$ cat config.mk
export PLATFORM = sky130hd
export DESIGN_NAME = counter_modn_chain
export DESIGN_NICKNAME = d
export VERILOG_FILES = /design/src/rtl/counter_modn_chain.sv
export SDC_FILE = /design/constraint.sdc
export NUM_CORES = 1
export LEC_CHECK = 0
export CORE_ASPECT_RATIO = 1.25
export CORE_MARGIN = 2
export CORE_UTILIZATION = 40
export CTS_BUF_LIST = sky130_fd_sc_hd__clkbuf_4 sky130_fd_sc_hd__clkbuf_8
export CTS_CLUSTER_SIZE = 20
export DETAILED_ROUTE_END_ITERATION = 10
export PLACE_DENSITY_LB_ADDON = 0.2
export SYNTH_ARGS = -nofsm -noshare
export SYNTH_HDL_FRONTEND = slang
export SYNTH_SLANG_ARGS = --single-unit
$ cat constraint.sdc
create_clock -name clk -period 3.4 [get_ports clk]
set_input_delay 1.02 -clock clk [delete_from_list [all_inputs] [get_ports clk]]
set_output_delay 1.02 -clock clk [all_outputs]
set_load 0.02 [all_outputs]
$ cat src/rtl/counter_modn_chain.sv
// Cascaded mixed-radix up/down counter: DIGITS 4-bit digits, each with its own modulus,
// clamped parallel load, optional hold-at-zero and a registered completion pulse.
module counter_modn_chain #(
  parameter int          DIGITS       = 4,
  parameter logic [31:0] MOD_VEC      = 32'h0000_AA6A,
  parameter bit          HOLD_AT_ZERO = 1'b1
) (
  input  logic                  clk,
  input  logic                  clear,
  input  logic                  load,
  input  logic                  enab,
  input  logic                  down,
  input  logic [4*DIGITS-1:0]   numero,
  output logic [4*DIGITS-1:0]   numero_saida,
  output logic                  tc_saida,
  output logic                  zero_saida,
  output logic                  done
);

  logic [4*DIGITS-1:0] count_reg;
  logic [4*DIGITS-1:0] count_next;
  logic [4*DIGITS-1:0] load_val;
  logic [4*DIGITS-1:0] step_val;
  logic                done_reg;
  logic                done_next;

  // chain_zero[d] / chain_max[d]: every digit below d is 0 / at its top value.
  logic [DIGITS:0] chain_zero;
  logic [DIGITS:0] chain_max;

  assign chain_zero[0] = 1'b1;
  assign chain_max[0]  = 1'b1;

  generate
    for (genvar gi = 0; gi < DIGITS; gi++) begin : g_digit
      localparam logic [3:0] DIGIT_MOD = MOD_VEC[4*gi +: 4];
      localparam logic [3:0] DIGIT_TOP = DIGIT_MOD - 4'd1;

      logic [3:0] cur;
      logic [3:0] inc_val;
      logic [3:0] dec_val;
      logic [3:0] in_val;
      logic       is_zero;
      logic       is_top;

      assign cur     = count_reg[4*gi +: 4];
      assign in_val  = numero[4*gi +: 4];
      assign is_zero = (cur == 4'd0);
      assign is_top  = (cur == DIGIT_TOP);

      assign chain_zero[gi+1] = chain_zero[gi] & is_zero;
      assign chain_max[gi+1]  = chain_max[gi] & is_top;

      assign inc_val = is_top  ? 4'd0      : cur + 4'd1;
      assign dec_val = is_zero ? DIGIT_TOP : cur - 4'd1;

      assign load_val[4*gi +: 4] = (in_val > DIGIT_TOP) ? DIGIT_TOP : in_val;
      assign step_val[4*gi +: 4] = down ? (chain_zero[gi] ? dec_val : cur)
                                        : (chain_max[gi]  ? inc_val : cur);
    end
  endgenerate

  assign zero_saida = chain_zero[DIGITS];
  assign tc_saida   = enab & (down ? chain_zero[DIGITS] : chain_max[DIGITS]);

  logic hold_zero;
  assign hold_zero = HOLD_AT_ZERO && down && chain_zero[DIGITS];

  always_comb begin
    count_next = count_reg;
    done_next  = 1'b0;
    if (!load) begin
      count_next = load_val;
    end else if (enab && !hold_zero) begin
      count_next = step_val;
      // Completion only on a real transition from non-zero into all-zero while counting down.
      done_next  = down && !chain_zero[DIGITS] && (step_val == '0);
    end
  end

  always_ff @(posedge clk or negedge clear) begin
    if (!clear) begin
      count_reg <= '0;
      done_reg  <= 1'b0;
    end else begin
      count_reg <= count_next;
      done_reg  <= done_next;
    end
  end

  assign numero_saida = count_reg;
  assign done         = done_reg;

endmodule

==> results.cfg, run 1 <==
[power_and_ir_drop]
p_leak_nw = 0.942
clock_power_share = 0.214
powerDensity_nw_per_um2 = 318
netSwitchingPower_w = 0.000294
intPower_w = 0.000480
peakVddDrop_v = 0.000206
swShare = 0.380
seq_power_share = 0.321
pwr-share-comb = 0.465

[global_route]
grt_usage = 0.239
grt_pass1_vias = 1980
antenna_found_initial = 0
grt_overflow = 0
grt_first_pass_wirelength_mm = 9.27
grt_max_degree = 30

[worst_hold_path]
hold_path_end = numero_saida[8]$_DFFE_PN0P_
holdPathStages = 2
hold_class = flop to flop
worstHoldStart = numero_saida[8]$_DFFE_PN0P_

[logic_synthesis]
syn_nets = 247
synthMostInstantiatedCell = o21ai_0
netlist.area_leader.share = 0.252
synth_area_sq_um = 1690
ys_ff_latch = 17
yosys_warnings = 0
synth_commonest_cells = o21ai_0 (23), a21oi_1 (18), dfrtp_1 (17), nor2_1 (17)
avgSynthCellArea_sq_um = 7.47
ys_seq_area_frac = 0.252
netlist_instances = 226
ys_top_cells_by_area = dfrtp_1 (25%), o21ai_0 (6.8%), a21oi_1 (5.3%), nor2_1 (3.8%), nor3_1 (3.6%)
yosys.area.top_type = dfrtp_1
ys_types = 53
synthFlopType = dfrtp_1
synth_edf_count = 0
async_reset_ff_frac = 1.00

[floorplanning]
fp.dieArea_sq_um = 4760
io_pins = 40
die_h_um = 76.7
placementRows = 26
die_w_um = 62.1
start_util = 0.415
design.core.area_sq_um = 4070

[placed_design]
place_area_sq_um = 2360
dp_hpwl_mm = 4.12
dp_cells = 340
io_buffers = 39
place_congestion = 0.949

[clocking]
cts_hold_buf = 0
clockBufferDepth = 2
cts.sinks = 17
clkSlewWorstSetupHoldPaths_ps = 70
clk_latency_ps = 260
cts_tree = done
cts_max_level = 1
clockRootBuffer = clkbuf_8
numCtsBuffers = 3

[final_layout]
diodes = 0
largest_reg_flops = 16
final_area_sq_um = 2430
instances_no_fill = 345
area_growth_pct = 44.1
drive_gt1_frac = 0.215
n_fill_cell = 378
fin_nets = 311

[run]
maxCapViolCount = 0

[setup_path]
regToRegEndpoint = done$_DFF_PN0_
cp_max_fo = 4
timing.rr.start = numero_saida[0]$_DFFE_PN0P_
arrival_ps = 2220
endpoint_kind = output pin
worstRegToRegCells = 10
r2r_slack_ps = 750
required_ps = 2380
critical_path.startpoint_type = primary input
crit_type = primary input to output pin

[drt]
vias = 2048
drc = 0
wl_mm = 5.49
avgViaCountPerCell = 5.94
drt_iter0_markers = 138
dr.pass1.iters = 4
ant_nets = 0
wl_per_cell_um = 15.9

[timing]
setup_tns_ps = 0
drv_slew = 0
period_share = 0.952
rsz0062_at_grt = false
tightest_slew_ps = 839
skew_ps = 4.07
setup_viol = 0
relSlewSlack = 0.439
fin_crit_ps = 3240
finalHoldViolations = 0
max_freq_ghz = 0.309

[run_status]
status = finished clean
placed cells by master, fill, tap and decap left out, types with 7 or more instances in the layout:
cell / synthesis / layout
nor3_1: 12 / 12
or3_1: 7 / 7
buf_4: 1 / 42
nor2_1: 17 / 17
inv_1: 9 / 9
clkdlybuf4s50_1: 0 / 37
nand2_1: 15 / 15
dfrtp_1: 17 / 17
o21ai_0: 23 / 23
a21oi_1: 18 / 18
what timing repair did:
item                       4_1_cts  5_1_grt
setup buffers                    1        1
resized for setup               11        3
setup endpoints to repair        2        1
pin swaps                        3        3
cell type report:
class | count | area (sq um) | share of cell area
Tap cell | 56 | 70.1 | 0.0288
Timing Repair Buffer | 80 | 697 | 0.286
Multi-Input combinational cell | 179 | 1160 | 0.476
Inverter | 9 | 33.8 | 0.0139
Sequential cell | 17 | 425 | 0.175
Clock buffer | 4 | 48.8 | 0.0201
through the flow:
stage	hold slack, ps	power [W]	setup WS, ps	utilization
2_1_floorplan	710	0.000445	197	-
3_3_place_gp	698	0.000600	-753	0.581
4_1_cts	715	0.000769	84.5	0.594
3_5_place_dp	703	0.000602	-772	0.581
5_1_grt	770	0.000822	15.3	0.598
6_report	712	0.000774	163	0.598
power groups by stage:
stage	combinational (W)	sequential, W	clock (W)
floorplan	0.000176	0.000269	0
global placement	0.000349	0.000250	0
finish	0.000360	0.000248	0.000165
global route	0.000393	0.000252	0.000177
CTS	0.000354	0.000248	0.000167
detailed placement	0.000350	0.000251	0
worst max-delay path by stage:
| stage | from | end | slack, ps |
|---|---|---|---|
| final | down | tc_saida | 160 |
| after global routing | down | tc_saida | 20 |
| after CTS | down | tc_saida | 80 |
| after detailed placement | down | tc_saida | -770 |
| after global placement | down | tc_saida | -750 |
| after floorplan | down | tc_saida | 200 |
critical path: stages:
cell and delay [ps]:
buf_4 110, or4b_4 480, o41ai_2 270, and3_1 220, buf_6 120
cells by family after synthesis:
| family | share of synthesized area |
|---|---|
| flip-flops | 0.252 |
| multiplexers | 0.0126 |
| AO/OA/AOI/OAI | 0.307 |
| AND/OR/NAND/NOR | 0.314 |
| buffers and inverters | 0.0726 |
| XOR/XNOR | 0.0415 |
per-layer routing:
| metal | track usage | part of all wire | up-vias |
|---|---|---|---|
| met3 | 0.0293 | 0.056 | 21 |
| met2 | 0.405 | 0.49 | 81 |
| met1 | 0.305 | 0.42 | 953 |
| li1 | - | - | 993 |
| met5 | 0 | 0 | - |
| met4 | 0.107 | 0.037 | 0 |
Note: power is estimated with default switching activity, not from simulation.
==> inputs of run 2 (changes only) <==
--- a/config.mk
+++ b/config.mk
@@ -5,13 +5,15 @@
 export SDC_FILE = /design/constraint.sdc
 export NUM_CORES = 1
 export LEC_CHECK = 0
+export ABC_AREA = 1
 export CORE_ASPECT_RATIO = 1.25
 export CORE_MARGIN = 2
 export CORE_UTILIZATION = 40
 export CTS_BUF_LIST = sky130_fd_sc_hd__clkbuf_4 sky130_fd_sc_hd__clkbuf_8
 export CTS_CLUSTER_SIZE = 20
 export DETAILED_ROUTE_END_ITERATION = 10
-export PLACE_DENSITY_LB_ADDON = 0.2
+export HOLD_SLACK_MARGIN = 0.08
+export PLACE_DENSITY = 0.66
 export SYNTH_ARGS = -nofsm -noshare
 export SYNTH_HDL_FRONTEND = slang
 export SYNTH_SLANG_ARGS = --single-unit
==> run 2 against run 1 <==
Against the previous run:
- sequential share of layout area rose by 0.68 points
- synthesized cell count rose by 37%
- via count up 3.5%
- total power is 0.68% lower
- clock skew fell by 0.66 ps
- area after synthesis grew 8.4%
- critical path type unchanged
- highest routed layer unchanged
==> results.cfg, run 2 <==
[power_and_ir_drop]
seq_power_share = 0.346
clock_power_share = 0.211
p_leak_nw = 1.12
intPower_w = 0.000451
peakVddDrop_v = 0.000194
swShare = 0.413
netSwitchingPower_w = 0.000318
pwr-share-comb = 0.443
powerDensity_nw_per_um2 = 328
power_w = 0.000769

[setup_path]
arrival_ps = 2240
cp_max_fo = 3
critPathTopFamily = buffers and inverters
cpPeakStageDelay_ps = 470
required_ps = 2380
critical_path.startpoint_type = primary input
cpMaxStageDelayCell = clkdlybuf4s50_1
crit_buf_inv = 2
cp_num_cells = 5
crit_type = primary input to output pin
worstRegToRegCells = 12
endpoint_kind = output pin
path_cells = clkdlybuf4s50_1 > nor2_1 > nand3_1 > a21boi_0 > dlygate4sd2_1

[floorplanning]
die_h_um = 79.6
placementRows = 27
start_util = 0.417
die_w_um = 64.5
io_pins = 40
fp.dieArea_sq_um = 5140
design.core.area_sq_um = 4390

[logic_synthesis]
yosys.area.top_type = dfrtp_1
synthFlopType = dfrtp_1
synth-adder-area-share = 0
synthXorXnorAreaFrac = 0.00957
synth_commonest_cells = nand2_1 (103), nor2_1 (36), nand3_1 (32)
synth_top_family_by_area = simple AND/OR/NAND/NOR gates
synth_compound_area_frac = 0.182
synthMostInstantiatedCell = nand2_1
synth_area_sq_um = 1830
netlist_instances = 310
ys_seq_area_frac = 0.232
syn_nets = 331
ys_types = 31
ys_ff_latch = 17
netlist.area_leader.share = 0.232
avgSynthCellArea_sq_um = 5.90
yosys_warnings = 0
synth_edf_count = 0
synthSimpleGateAreaFrac = 0.481
synthMuxAreaShare = 0
async_reset_ff_frac = 1.00
ys_top_cells_by_area = dfrtp_1 (23%), nand2_1 (21%), nand3_1 (8.7%), nor2_1 (7.4%), o21ai_0 (7.4%)

[drt]
wl_per_cell_um = 12.5
dr.pass1.iters = 4
ant_nets = 0
drt_iter0_markers = 126
avgViaCountPerCell = 5.17
vias = 2120
drc = 0
wl_mm = 5.12

[placed_design]
dp_hpwl_mm = 3.97
io_buffers = 39
place_ws_ps = -147
place_area_sq_um = 2290
place_congestion = 0.885

[clocking]
clkSlewWorstSetupHoldPaths_ps = 70
clockRootBuffer = clkbuf_8
cts.sinks = 17
clockBufferDepth = 2
cts_tree = done
cts_hold_buf = 0
cts_max_level = 1
numCtsBuffers = 3
clk_latency_ps = 250

[run_status]
status = finished clean

[timing]
period_share = 0.960
rsz0062_at_grt = false
max_freq_ghz = 0.306
setup_ws_ps = 137
finalHoldViolations = 0
setup_tns_ps = 0
drv_slew = 0
tightest_slew_ps = 866
setup_viol = 0
fin_crit_ps = 3260
skew_ps = 3.40
holdWs_ps = 644
relSlewSlack = 0.421

[final_layout]
final_area_sq_um = 2340
layout_common_cells = nand2_1 (103), clkdlybuf4s50_1 (38), nor2_1 (36)
diodes = 0
layout_commonest_cell = nand2_1
fin_nets = 374
area_growth_pct = 28.0
drive_gt1_frac = 0.122
n_fill_cell = 458
largest_reg_flops = 16

[global_route]
grt_max_degree = 19
grt_usage = 0.206
grt_pass1_vias = 1862
grt_overflow = 0
grt_first_pass_wirelength_mm = 8.38
antenna_found_initial = 0

[worst_hold_path]
holdPathStages = 2
hold_class = flop to flop

[run]
maxCapViolCount = 0
==> run 2: cell count changes in the layout (fill, tap and decap cells not counted), moves of 10 or more <==
cell	previous run	this run
nand2_1	15	103
nor2_1	17	36
buf_4	42	5
a21oi_1	18	8
nand3_1	6	32
inv_1	9	31
==> run 2: through the flow <==
step / std cells / utilization
floorplan: 310 / -
global placement: 406 / 0.523
detailed placement: 406 / 0.523
CTS: 410 / 0.533
global route: 410 / 0.533
finish: 410 / 0.533
==> run 2: per-layer routing <==
metal / GRT usage / vias up / share of wire
li1: - / 1094 / -
met1: 0.263 / 968 / 0.43
met2: 0.372 / 54 / 0.52
met3: 0.0155 / 4 / 0.047
met4: 0.0511 / 0 / 0.0061
met5: 0 / - / 0
==> run 2: what timing repair did <==
item,4_1_cts,5_1_grt
resized for setup,1,0
buffers inserted,0,0
endpoints found under the setup margin,1,0
==> run 2: power groups by stage <==
stage / logic, W / registers [W] / clock network, W
after detailed placement: 0.000339 / 0.000270 / 0
after global routing: 0.000379 / 0.000272 / 0.000175
after floorplan: 0.000200 / 0.000287 / 0
after global placement: 0.000338 / 0.000269 / 0
after CTS: 0.000341 / 0.000266 / 0.000169
final: 0.000341 / 0.000266 / 0.000162
==> run 2: worst reg2reg max path: stages (launching register included) <==
cell	delay [ps]
dfrtp_1	470
nor2_2	170
nand2_2	130
inv_2	80
nand2_2	80
nor2_4	120
nand3_2	80
buf_4	140
nand2_4	80
nand2_4	160
inv_1	240
nand2_1	80
o211ai_1	100
==> run 2: cells by family after synthesis <==
family,Yosys count
buf+inv,43
simple gates,196
xor+xnor,2
compound gates,52
flops,17
==> run 2: final timing paths <==
kind                       slack, ps                        start                      endpoint
min in group asynchronous       1260                        clear  numero_saida[14]$_DFFE_PN0P_
max reg2reg                     1380  numero_saida[2]$_DFFE_PN0P_   numero_saida[6]$_DFFE_PN0P_
min reg2reg                      640  numero_saida[9]$_DFFE_PN0P_   numero_saida[9]$_DFFE_PN0P_
min                              640  numero_saida[9]$_DFFE_PN0P_   numero_saida[9]$_DFFE_PN0P_
max                              140                         down                      tc_saida
max in group asynchronous       1610                        clear                done$_DFF_PN0_
==> run 2: final cells by class <==
cell class | instances | area, sq um | area share
timing repair buffer | 44 | 427 | 0.182
clock buffer | 4 | 48.8 | 0.0208
sequential | 17 | 425 | 0.182
multi-input combinational | 250 | 1230 | 0.525
tap | 58 | 72.6 | 0.0310
inverter | 37 | 139 | 0.0593
==> inputs of run 3 (changes only) <==
==> constraint.sdc (replaced) <==
create_clock -name clk -period 4.05 [get_ports clk]
set_input_delay 1.215 -clock clk [delete_from_list [all_inputs] [get_ports clk]]
set_output_delay 1.215 -clock clk [all_outputs]
set_load 0.02 [all_outputs]
==> run 3 against run 2 <==
Against the previous run:
- combinational power shrank 17%
- clock skew is 1.0 ps higher
- critical endpoint unchanged
- worst hold slack gained 4.1 ps
- die area is the same
- cell area fell by 0.91%
- sequential power down 16%
- core utilization decreased by 0.48 points
- count of clock-buffer cells in the layout stayed put
- global-route usage rose by 0.13 points
- non-clock buffer count shrank 3
- final cell count down 0.73%
- first-iteration DRC count is 8.7% lower
==> results.cfg, run 3 (same netlist as run 2, synthesis figures left out) <==
[setup_path]
crit_top_cell = clkdlybuf4s50_1
required_ps = 2830
path_cells = clkdlybuf4s50_1 > nor2_1 > nand3_1 > a21boi_0 > clkdlybuf4s50_1
crit_buf_inv = 2
crit_type = primary input to output pin
cpMaxStageDelayCell = clkdlybuf4s50_1
cp_max_fo = 3
critPathTopFamily = buffers and inverters
cpPeakStageDelay_ps = 620
critical_path.startpoint_type = primary input
endpoint_kind = output pin
arrival_ps = 2680

[drt]
wl_per_cell_um = 12.4
vias = 2038
drc = 0
avgViaCountPerCell = 5.01
ant_nets = 0
drt_iter0_markers = 115
dr.pass1.iters = 4
wl_mm = 5.06

[clocking]
clockRootBuffer = clkbuf_8
numCtsBuffers = 3
cts_hold_buf = 0
clkSlewWorstSetupHoldPaths_ps = 70
cts_tree = done
clockBufferDepth = 2
cts.sinks = 17
cts_max_level = 1
post_cts_resized = 0
post_cts_buffers = 0
clk_latency_ps = 250

[placed_design]
dp_hpwl_mm = 3.93
place_congestion = 0.887
place_area_sq_um = 2270
io_buffers = 39

[floorplanning]
start_util = 0.417
die_w_um = 64.5
placementRows = 27
die_h_um = 79.6
io_pins = 40
fp.dieArea_sq_um = 5140
design.core.area_sq_um = 4390

[timing]
max_freq_ghz = 0.256
setup_tns_ps = 0
rsz0062_at_grt = false
period_share = 0.963
tightest_slew_ps = 839
finalHoldViolations = 0
fin_crit_ps = 3900
drv_slew = 0
setup_viol = 0
skew_ps = 4.45
relSlewSlack = 0.439

[final_layout]
n_fill_cell = 469
regArea_sq_um = 425
multi_input_area_sq_um = 1230
drive_gt1_frac = 0.115
largest_reg_flops = 16
layout_common_cells = nand2_1 (103), clkdlybuf4s50_1 (39), nor2_1 (36)
final_area_sq_um = 2320
fin_nets = 371
area_growth_pct = 26.8
diodes = 0
layout_commonest_cell = nand2_1

[run_status]
status = finished clean

[global_route]
grt_pass1_vias = 1871
grt_overflow = 0
grt_max_degree = 19
grt_first_pass_wirelength_mm = 8.42
grt_usage = 0.207
antenna_found_initial = 0

[power_and_ir_drop]
peakVddDrop_v = 0.000186
powerDensity_nw_per_um2 = 278
p_leak_nw = 1.10

[worst_hold_path]
hold_class = flop to flop

[run]
maxCapViolCount = 0
## run 3: changes by cell type in the layout (fill, tap and decap cells not counted), sizes merged
cell | before | now
buf | 5 | 2
clkdlybuf4s50 | 38 | 39
dlygate4sd2 | 1 | 0
## run 3: worst paths after layout
path / cells past startpoint / startpoint / endpoint / slack (ps)
max: 5 / down / tc_saida / 150
min: 2 / numero_saida[9]$_DFFE_PN0P_ / numero_saida[9]$_DFFE_PN0P_ / 650
max reg2reg: 11 / numero_saida[2]$_DFFE_PN0P_ / numero_saida[6]$_DFFE_PN0P_ / 2080
min reg2reg: 2 / numero_saida[9]$_DFFE_PN0P_ / numero_saida[9]$_DFFE_PN0P_ / 650
max in group asynchronous: 1 / clear / numero_saida[4]$_DFFE_PN0P_ / 2090
min in group asynchronous: 1 / clear / done$_DFF_PN0_ / 1440
## run 3: worst register-to-register path: stages, from the launching register on
cell      delay [ps]
dfrtp_1          480
nor2_2           180
nand2_2          140
inv_2             80
nand2_2           80
nor2_4           130
nand3_2          110
nand2_4          110
nand2_4          170
inv_1            240
nand2_1           80
o211ai_1          90
## run 3: stage by stage
stage                     power [W]  hold slack, ps  setup slack [ps]  instances  utilization
after floorplan            0.000408             684               732        310            -
after global placement     0.000509             625               156        403        0.517
after detailed placement   0.000509             631               148        403        0.517
after CTS                  0.000649             648               138        407        0.528
after global routing       0.000690             691              34.2        407        0.528
final                      0.000645             648               150        407        0.528
## run 3: report_power, final
group	leakage (nW)	total (W)	internal (W)	switching [W]
sequential	0.209	0.000224	0.000188	0.0000370
clock	0.0262	0.000138	0.0000766	0.0000610
combinational	0.870	0.000283	0.000114	0.000169
## run 3: layout make-up
| type | instances | area share |
|---|---|---|
| sequential | 17 | 0.183 |
| multi-input combinational | 250 | 0.530 |
| inverter | 37 | 0.0598 |
| clock buffer | 4 | 0.0210 |
| tap | 58 | 0.0313 |
| timing repair buffer | 41 | 0.175 |
## run 3: routing by layer
metal / GRT usage / routed length (um) / up-vias / part of all wire
met5: 0 / 0 / - / 0
met4: 0.0596 / 56 / 0 / 0.011
met3: 0.0127 / 139 / 5 / 0.027
met2: 0.382 / 2590 / 35 / 0.51
met1: 0.257 / 2270 / 909 / 0.45
li1: - / - / 1089 / -
==> patch 1: new RTL, settings of run 1 <==
The parameter `HOLD_AT_ZERO` goes from 1'b1 to 1'b0.
--- a/src/rtl/counter_modn_chain.sv
+++ b/src/rtl/counter_modn_chain.sv
@@ -3,7 +3,7 @@
 module counter_modn_chain #(
   parameter int          DIGITS       = 4,
   parameter logic [31:0] MOD_VEC      = 32'h0000_AA6A,
-  parameter bit          HOLD_AT_ZERO = 1'b1
+  parameter bit          HOLD_AT_ZERO = 1'b0
 ) (
   input  logic                  clk,
   input  logic                  clear,
Check against the original RTL: not equivalent (Yosys sat finds a counterexample within 4 cycles, from zero or initial values).
==> patch 1 against run 1 <==
- via count fell by 5.1%
- clock power fell by 7%
- design area shrank 5.0%
- non-clock buffer count is 15 lower
- routed wire length is 11% lower
- critical path type is now flip-flop to primary output
- synthesized area up 1.6%
- total power shrank 0.56%
- sequential power is 3% lower
- sequential cell count stayed put
- setup slack worse by 41 ps
==> patch 1: results (changes against run 1) <==
** Placement
- HPWL after detailed placement :: 3730 microns (was 4123 microns)
- Final weighted congestion of routability-driven global placement :: 0.9219 (was 0.9488)

** Finish
- The buffering overhead was 24.89% (was 28.64%).
- Non-clock buffers :: 65 (was 80)
- The number of signal-net inverters in the final layout came to 13 (was 9).
- The number of nets at the end of the flow came to 304 (was 311).
- The fraction of area in clock buffers and inverters is 2.110% (was 2.005%).
- The final sequential cell count came to 17 (unchanged).

** Timing
- Headroom to the max-slew limit :: 48.95% (was 43.89%)
- The worst clock skew on the final layout was 0.8471 ps (was 4.067 ps).

** Global routing
- Via count of the first global-routing pass :: 1783 (was 1980)
- The met3 demand-to-capacity share in global routing is 2.346% (was 2.933%).
- The met1 capacity usage during global routing came to 25.59% (was 30.47%).
- The first-pass GRT wire length came to 8217 microns (was 9266 microns).
- The met2 track demand over resource in global routing is 37.10% (was 40.54%).
- The overall routing resource usage was 20.66% (was 23.92%).

** Setup path
- The slack of the worst reg-to-reg path is 190 ps (was 750 ps).
- Worst Reg2Reg Path Length in Cells :: 7 (was 10)
- Worst stage delay on the critical path :: 580 ps (was 480 ps)
- The origin of the critical flop-to-flop path is numero_saida[5] (was numero_saida[0]).
- Crit path max-delay cell type :: or4_1 (was or4b_4)
- Biggest fanout along the worst timing path :: 2 (was 4)

** Routing
- Total wire length after detailed routing :: 4897 microns (was 5485 microns)
- The routed length on met3 is 235 microns (was 309 microns).
- The first-iteration detailed-routing DRC count is 182 (was 138).
- Routed wire length on met2 :: 2484 microns (was 2665 microns)

** Synthesis
- The area share of the largest cell type after synthesis was 24.80% (was 25.19%).
- The share of the yosys chip area belonging to registers came to 24.80% (was 25.19%).
- Net count after synthesis :: 258 (was 247)
- Leading cell types by total area after synthesis: dfrtp_1 25%, nor2_1 5.9%, mux2i_1 5.3% (was dfrtp_1 25%, o21ai_0 6.8%, a21oi_1 5.3%).

** Hold path
- Worst hold stages :: 3 (was 2)
- The critical hold path startpoint is numero_saida[7] (was numero_saida[8]).

** Power
- The sequential group share of total power came to 31.3% (was 32.1%).
- Switch share :: 37.70% (was 38.00%)

** Status
- Result of the run: completed (unchanged).

** Clock network
- Number of buffers inserted to repair setup after CTS :: 0 (was 1)
[patch 1: cell count changes in the layout (fill, tap and decap cells not counted), sizes merged, moves of 5 or more]
cell / before / now
a31oi: 2 / 9
nor4: 8 / 3
buf: 43 / 27
or3: 7 / 2
o21ai: 24 / 11
nand2: 15 / 22
nor2: 18 / 27
mux2i: 1 / 9
[patch 1: through the flow]
stage	area (sq um)	power, W	setup TNS, ps	hold slack, ps	setup slack [ps]
6_report	2312	0.0007697	0	689.3	122.3
5_1_grt	2312	0.0008232	0	740.5	20.85
4_1_cts	2323	0.0007739	0	698.6	5.061
3_5_place_dp	2273	0.0006195	-203.0	677.8	-179.8
3_3_place_gp	2273	0.0006174	-157.0	666.3	-157.0
2_1_floorplan	1720	0.0004716	0	716.6	84.58
[patch 1: kinds of logic (layout without fill, tap and decap cells)]
family          Yosys count  after routing  share of synthesized area (%)
simple gates             98             98                          30.20
compound gates           68             68                          26.55
buf+inv                  37             82                          8.826
flops                    17             17                          24.80
mux                      11             11                          6.565
xor+xnor                  6              6                          3.063
==> patch 2: new RTL, config.mk and constraints of run 1 <==
Without the edit above. Register the outputs `tc_saida` and `zero_saida`, cleared by the reset; this adds one clock of latency there. The other outputs are not delayed to match.
--- a/src/rtl/counter_modn_chain.sv
+++ b/src/rtl/counter_modn_chain.sv
@@ -60,8 +60,15 @@
     end
   endgenerate
 
-  assign zero_saida = chain_zero[DIGITS];
-  assign tc_saida   = enab & (down ? chain_zero[DIGITS] : chain_max[DIGITS]);
+  always_ff @(posedge clk or negedge clear) begin
+    if (!clear) begin
+      tc_saida   <= '0;
+      zero_saida <= '0;
+    end else begin
+      tc_saida   <= enab & (down ? chain_zero[DIGITS] : chain_max[DIGITS]);
+      zero_saida <= chain_zero[DIGITS];
+    end
+  end
 
   logic hold_zero;
   assign hold_zero = HOLD_AT_ZERO && down && chain_zero[DIGITS];
Formal check against the unedited RTL: not equivalent (a bounded check fails within 4 cycles, from zero or initial values).
==> patch 2 against run 1 <==
- combinational power decreased by 21%
- design area down 3.4%
- synthesized area up 3.0%
- routed wire length shrank 4.1%
- final cell count fell by 4.9%
- total power is 0.68% lower
- synthesized cell count is 0.88% higher
- count of clock-buffer cells in the layout is the same
- setup slack hardly changed
- fmax is essentially flat
- non-clock buffer count fell by 19
- sequential cell count rose by 2
==> patch 2: results (changes against run 1) <==
** Setup path
- Worst stage delay on the critical path :: 550 ps (was 480 ps)
- The slowest cell on the critical path was or4_1 (was or4b_4).
- Data arrival time of the critical path :: 3390 ps (was 2220 ps)
- Worst Reg2Reg Path Length in Cells :: 6 (was 10)
- The critical path start-end classification was input port to flip-flop (was input port to primary output).

** Clock network
- The post-CTS resize count was 0 (was 11).
- The number of buffers added for setup after CTS is 0 (was 1).

** Routing
- Total vias in the final route :: 1951 (was 2048)
- The first-iteration detailed-routing DRC count came to 110 (was 138).
- The met1 wire length came to 2233 microns (was 2305 microns).
- Detailed-route wire length per cell :: 16.04 microns (was 15.90 microns)

** Synthesis
- Post-synthesis instance total :: 228 (was 226)
- Leading cell types by total area after synthesis: dfrtp_1 27%, o21ai_0 6.6%, a21oi_1 5.2% (was dfrtp_1 25%, o21ai_0 6.8%, a21oi_1 5.3%).
- Top cell types by occurrence after synthesis: 23 x o21ai_0, 19 x dfrtp_1, 18 x a21oi_1, 17 x nor2_1 (was 23 x o21ai_0, 18 x a21oi_1, 17 x dfrtp_1, 17 x nor2_1).

** Global routing
- The number of global-route vias before repair came to 1776 (was 1980).
- Met3 track utilization from global routing :: 1.884% (was 2.933%)
- GRT Total Usage :: 22.03% (was 23.92%)

** Timing
- The worst clock skew on the final layout was 2.872 ps (was 4.067 ps).
- The worst-case hold slack came to 699.4 ps (was 712.0 ps).
- Slew at the pin closest to its max-slew limit :: 531.7 ps (was 839.1 ps)
- Highest achievable clock rate :: 308.9 MHz (was 309.0 MHz)

** Hold path
- The end point of the worst hold path is numero_saida[2] (was numero_saida[8]).

** Finish
- Share of post-route cells with drive strength above 1 :: 13.97% (was 21.45%)

** Power
- The highest ir drop seen on vdd is 198.8 uV (was 206.2 uV).
- Leakage power total :: 0.8758 nW (was 0.9418 nW)

** Status
- Result of the run: completed (unchanged).

** Placement
- The final RePlAce weighted congestion was 0.8860 (was 0.9488).
- HPWL after detailed placement :: 3861 microns (was 4123 microns)
- Cell total after placement :: 324 (was 340)
[patch 2: changes by cell type after synthesis]
cell / run 1 / this run
dfrtp_1: 17 / 19
[patch 2: cells by family after synthesis]
family / count (synthesis) / share of synthesized area [%]
XOR/XNOR: 8 / 4.029
flip-flops: 19 / 27.34
buffers and inverters: 30 / 7.050
AO/OA/AOI/OAI: 78 / 29.86
AND/OR/NAND/NOR: 91 / 30.50
multiplexers: 2 / 1.223
[patch 2: tightest hold or removal path: stages, from the launching register on]
cell     delay, ps
dfrtp_1        490
o21ai_0        120
a21oi_1         60
[patch 2: where the power goes]
part / total [W] / switching [W] / internal, W
clock network: 0.000176 / 0.0000839 / 0.0000917
registers: 0.000311 / 0.0000664 / 0.000244
logic: 0.000283 / 0.000141 / 0.000141
[patch 2: area by class of cell]
type,instances,area (sq um)
timing repair buffer,61,580.6
multi-input combinational,179,1141
clock buffer,4,48.80
sequential,19,475.5
fill,401,1782
tap,56,70.07
inverter,9,33.78
